### config.mk
export PLATFORM = sky130hd
export DESIGN_NAME = red_seq_ctrl
export DESIGN_NICKNAME = d
export VERILOG_FILES = /design/src/rtl/red_seq_ctrl.sv
export SDC_FILE = /design/constraint.sdc
export NUM_CORES = 1
export LEC_CHECK = 0
export ABC_AREA = 1
export CELL_PAD_IN_SITES_DETAIL_PLACEMENT = 0
export CELL_PAD_IN_SITES_GLOBAL_PLACEMENT = 1
export CORE_ASPECT_RATIO = 2
export CORE_MARGIN = 1
export CORE_UTILIZATION = 34
export DETAILED_ROUTE_END_ITERATION = 6
export GPL_TIMING_DRIVEN = 0
export PLACE_DENSITY_LB_ADDON = 0.25
export REMOVE_ABC_BUFFERS = 1
export SYNTH_ARGS = -nofsm -noshare
export SYNTH_HDL_FRONTEND = slang
export SYNTH_SLANG_ARGS = --single-unit
### constraint.sdc
create_clock -name clk -period 1.7 [get_ports clk]
set_input_delay 0.34 -clock clk [delete_from_list [all_inputs] [get_ports clk]]
set_output_delay 0.34 -clock clk [all_outputs]
set_load 0.005 [all_outputs]
### src/rtl/red_seq_ctrl.sv
`default_nettype none
// ============================================================================
// Module : red_seq_ctrl
// Brief  : Fetches N (rs, rt) word pairs, feeds each to the RED unit and
//          accumulates the 16-bit results with sticky signed overflow.
// Rev    : 1.0  initial release
// ============================================================================
module red_seq_ctrl #(
    parameter int ADDR_W = 8,
    parameter int LEN_W  = 8
) (
    input  logic              clk,
    input  logic              rst_n,
    input  logic              start,
    input  logic [ADDR_W-1:0] base_addr,
    input  logic [LEN_W-1:0]  len,
    output logic              busy,
    output logic              done,
    output logic [15:0]       result,
    output logic              overflow,
    output logic              mem_req,
    output logic [ADDR_W-1:0] mem_addr,
    input  logic [15:0]       mem_rdata,
    input  logic              mem_valid,
    output logic [15:0]       red_rs,
    output logic [15:0]       red_rt,
    input  logic [15:0]       red_rd
);

    typedef enum logic [2:0] {
        IDLE = 3'd0,
        RD_A = 3'd1,
        RD_B = 3'd2,
        ACC  = 3'd3,
        FIN  = 3'd4
    } state_t;

    state_t            r_state;
    logic [ADDR_W-1:0] r_ptr;
    logic [LEN_W-1:0]  r_cnt;
    logic [15:0]       r_acc;
    logic [15:0]       r_rs;
    logic [15:0]       r_rt;

    logic [15:0]       w_sum;
    logic              w_ovf;

    assign w_sum = r_acc + red_rd;
    // Signed overflow: equal-sign operands yielding a sum of the other sign.
    assign w_ovf = (r_acc[15] == red_rd[15]) && (w_sum[15] != r_acc[15]);

    // The pointer register is the read address, so it is stable for the
    // whole duration of a pending request.
    assign mem_addr = r_ptr;
    assign red_rs   = r_rs;
    assign red_rt   = r_rt;

    // Busy/done/mem_req are registered alongside each state transition so
    // they always match the state being entered.
    always_ff @(posedge clk or negedge rst_n) begin
        if (!rst_n) begin
            r_state  <= IDLE;
            r_ptr    <= '0;
            r_cnt    <= '0;
            r_acc    <= '0;
            r_rs     <= '0;
            r_rt     <= '0;
            busy     <= 1'b0;
            done     <= 1'b0;
            mem_req  <= 1'b0;
            result   <= '0;
            overflow <= 1'b0;
        end else begin
            case (r_state)
                IDLE: begin
                    if (start) begin
                        r_acc    <= '0;
                        overflow <= 1'b0;
                        busy     <= 1'b1;
                        if (len != '0) begin
                            r_ptr   <= base_addr;
                            r_cnt   <= len;
                            mem_req <= 1'b1;
                            r_state <= RD_A;
                        end else begin
                            result  <= '0;
                            done    <= 1'b1;
                            r_state <= FIN;
                        end
                    end
                end
                RD_A: begin
                    if (mem_valid) begin
                        r_rs    <= mem_rdata;
                        r_ptr   <= r_ptr + 1'b1;
                        r_state <= RD_B;
                    end
                end
                RD_B: begin
                    if (mem_valid) begin
                        r_rt    <= mem_rdata;
                        r_ptr   <= r_ptr + 1'b1;
                        mem_req <= 1'b0;
                        r_state <= ACC;
                    end
                end
                ACC: begin
                    r_acc    <= w_sum;
                    overflow <= overflow | w_ovf;
                    r_cnt    <= r_cnt - 1'b1;
                    if (r_cnt == LEN_W'(1)) begin
                        result  <= w_sum;
                        done    <= 1'b1;
                        r_state <= FIN;
                    end else begin
                        mem_req <= 1'b1;
                        r_state <= RD_A;
                    end
                end
                FIN: begin
                    done    <= 1'b0;
                    busy    <= 1'b0;
                    r_state <= IDLE;
                end
                default: begin
                    done    <= 1'b0;
                    busy    <= 1'b0;
                    mem_req <= 1'b0;
                    r_state <= IDLE;
                end
            endcase
        end
    end

endmodule
`default_nettype wire

==> results.md, run 1 <==
- The critical path data arrival time is 2.03 ns.
- The tree built by TritonCTS fans out to 87 sinks.
- The share of cells above drive strength 1 is about a quarter.
- The critical path class is reg2reg.
- In this run the core area contains 61 standard-cell rows.
- The placed instances occupy a cell area of roughly 6000 µm².
- The root buffer cell is clkbuf_16.
- The area of the mapped netlist is just under 5000 µm².
- For this design the top-level I/O count stands at 112.
- The number of synthesized flops with an enable pin is 0.
- After detailed routing, the number of vias per cell comes to a little under 5.
- The die is 170.6 µm tall.
- The insertion delay of the later-clocked pin in the worst-skew pair is 0.35 ns.
- The overall track demand over capacity in global routing is between 10% and 20%.
- Clock-pin slew was measured on the worst setup and hold paths at 0.08 ns.
- The routed design has approximately 14000 µm of wire.
- Data on the critical path is required at its endpoint by a little under 2 ns.
- The clock skew after layout is 0.01472 ns.
- The HPWL after detailed placement is 9739 µm.
- In the layout the commonest cells are nand2_1 (154), clkdlybuf4s50_1 (100), dfrtp_1 (85).
- In the final timing run, aggregate negative setup slack is -0.5150 ns.
- The synthesized area per cell is 8.375 µm².
- In this run the number of H-tree levels came out at 3.
- The max-slew headroom at the worst pin is between 60% and 70%.
- STA classifies the critical path startpoint as a register.
- The min-delay analysis places its worst path in the category in2async.
- Entering global routing, the biggest net connects 55 pins.
- The maximum net fanout on the critical path is 4.
- The quantity of I/O buffers inserted on ports is 111.
- The horizontal die dimension is 86.30 µm.
- The number of fill cells in the layout is 1354.
- The post-synthesis cell count is approximately 580.
- The maximum resistive drop on vdd is 0.8876 mV.
- For this run, the number of standard cells in the final layout without fillers is 917.
- The number of antenna violations at the first check in global routing came to 0.
- In this run the remaining antenna-violating nets after routing total 0.
- Setup violations remaining at the end of the flow were counted as 10.
- The worst-case setup margin in the final layout is -0.09410 ns.
- Power spread over the standard cell area amounts to 1608 nW/µm².
- The portion of the post-synthesis area used by sequential elements is 45.05%.
- Before CTS, the worst setup slack after placement is -1.457 ns.
- The final-report hold violation count is 0.
- The total CTS buffers is 9.
- The count of unique library cells instantiated by Yosys is 38.
- Global routing finished with a remaining overflow of 0.
- Setup repair after global routing could not meet its margin everywhere.
- The async set or reset register ratio after synthesis is 100.0%.
- After detailed placement, the design holds a cell count of 867.
- The area of the die is 14720 µm².
- After detailed routing, the number of remaining DRC violations is 0.
- The final routed wire length divided by cell count is 15.26 µm.
- The CTS tree is built.
- Leaving out fill and tap cells, the most frequent cell in the layout is nand2_1.
- Synthesis inferred 87 register bits.
- The floorplan step defined a core boundary enclosing between 10000 and 15000 µm².
- The number of max-cap violations is 0.
- For the pin with the worst max-slew slack, the measured transition is approximately 0.50 ns.
- The flow ran to the end, but the final reports show violations.
- The most frequently used flop master after synthesis is dfrtp_1.
- The achievable frequency is 0.5574 GHz.
- 0 antenna diodes ended up in the layout.
- The initial core utilization is 34.79%.
- The count of cells along the worst register-to-register path is 10.
- The global-route wire length before repair is 21920 µm.
- The number of DRC markers after the initial detailed-route iteration is 139.
- The first-pass iteration count of the detailed router is 4.
- The number of global-route vias before repair was roughly 4500.
- The vias after detailed routing is 4404.
- The checks that failed: negative setup slack.
- The growth of design area from synthesis to finish is 47.33%.
- The worst setup path is captured at a register.
- The net total in the final layout is 794.
- In this run the static leakage power is 3.407 nW.
- The worst path uses 105.5% of the clock period.
- The worst path in the final design needs a cycle of 1.794 ns, including I/O delays and setup.
- The finished layout cell area is about 7100 µm².
- During synthesis, Yosys emitted a total of 0 warnings.
- The global placement routability congestion is between 0.7 and 0.8.
- The worst hold margin is 0.4760 ns.
- The count of pins over their slew limit is 0.
- The clock passes through at most 2 buffers.
[where the power goes]
| group | internal (mW) | switching [mW] |
|---|---|---|
| logic | 2.96 | 3.04 |
| clock network | 1.04 | 0.973 |
| registers | 2.87 | 0.564 |
| total | 6.87 | 4.58 |
[critical path, stage by stage, from the launching register on]
cell	delay, ns
dfrtp_1	0.40
ha_2	0.19
fa_2	0.38
nand2_4	0.08
nand2_1	0.05
nand3b_1	0.11
nand2_2	0.11
nand2_2	0.11
nand3_2	0.09
nand4_1	0.10
nand2_1	0.05
[repair_timing]
item / 4_1_cts / 5_1_grt
pin swaps: 6 / 23
setup buffers: 9 / 21
cloned: 2 / 1
resized for setup: 36 / 53
endpoints found under the hold margin: 33 / 0
setup endpoints to repair: 77 / 56
hold buffers: 1 / 0
[registers in the layout (all words and copies together), names as in the netlist]
register  count
busy          1
done          1
mem_addr      8
mem_req       1
overflow      1
r_acc        16
r_cnt         8
r_state       3
red_rs       16
red_rt       16
result       16
[synth_stat cells, types with 2 or more instances]
| master | n | area (µm²) |
|---|---|---|
| a21oi_1 | 15 | 75.07 |
| buf_2 | 6 | 30.03 |
| buf_4 | 2 | 15.01 |
| buf_6 | 2 | 22.52 |
| dfrtp_1 | 87 | 2177 |
| ha_1 | 18 | 225.2 |
| inv_1 | 59 | 221.5 |
| inv_2 | 6 | 22.52 |
| inv_4 | 2 | 12.51 |
| mux2_2 | 31 | 349.1 |
| mux2i_1 | 2 | 20.02 |
| nand2_1 | 173 | 649.4 |
| nand2_2 | 4 | 25.02 |
| nand2_4 | 3 | 33.78 |
| nand3_1 | 50 | 250.2 |
| nand3b_1 | 2 | 15.01 |
| nand4_1 | 13 | 81.33 |
| nor2_1 | 33 | 123.9 |
| nor2_4 | 3 | 33.78 |
| nor3_1 | 5 | 25.02 |
| o21ai_0 | 28 | 140.1 |
| o21ai_1 | 7 | 35.03 |
| o21ai_2 | 5 | 43.79 |
| or2_2 | 4 | 25.02 |
| xor2_1 | 4 | 35.03 |
[path summary, 6_finish.rpt]
check | from | endpoint | slack, ns
hold reg to reg | result[12] | result[12] | 0.48
max in group asynchronous | rst_n | r_state[0] | 0.55
hold / removal | rst_n | result[3] | 0.48
setup / recovery | r_acc[0] | result[14] | -0.09
setup reg to reg | r_acc[0] | result[14] | -0.09
min in group clk | result[12] | result[12] | 0.48
[cell families (layout without fill, tap and decap cells)]
logic type,Yosys count,in the layout,share of synthesized area [%]
and+or+nand+nor,294,296,27.29
DFF,87,87,45.05
buffers and inverters,79,228,6.965
AOI/OAI and AO/OA,60,60,7.017
muxes,34,34,7.871
adders and majority gates,19,19,5.075
xor gates and xnor gates,4,4,0.7249
[metal layers]
layer	wire length, µm	global-route usage, %
met1	4939	19.62
met2	8166	38.30
met3	362	2.508
met4	524	10.87
met5	0	0
[metrics by stage]
stage	power (mW)	util, %
after floorplan	6.352	-
after global placement	8.371	43.97
after detailed placement	8.515	44.15
after CTS	10.95	48.32
after global routing	12.32	51.25
final	11.45	51.25
[cell type report]
type	count	area, µm²	area share [%]
Sequential cell	87	2180	30.62
Clock buffer	9	225.2	3.163
Timing Repair inverter	1	8.758	0.1230
Inverter	68	286.5	4.025
Multi-Input combinational cell	413	2688	37.75
Timing Repair Buffer	143	1423	19.98
Clock inverter	7	72.57	1.019
Tap cell	189	236.5	3.322
(Power assumes the default switching activity.)
==> inputs of run 2 (changes only) <==
--- a/config.mk
+++ b/config.mk
@@ -11,6 +11,7 @@
 export CORE_ASPECT_RATIO = 2
 export CORE_MARGIN = 1
 export CORE_UTILIZATION = 34
+export CTS_CLUSTER_DIAMETER = 40
 export DETAILED_ROUTE_END_ITERATION = 6
 export GPL_TIMING_DRIVEN = 0
 export PLACE_DENSITY_LB_ADDON = 0.25
==> results of run 2 <==
No change in the layout: final DEF, timing and power equal those of run 1.
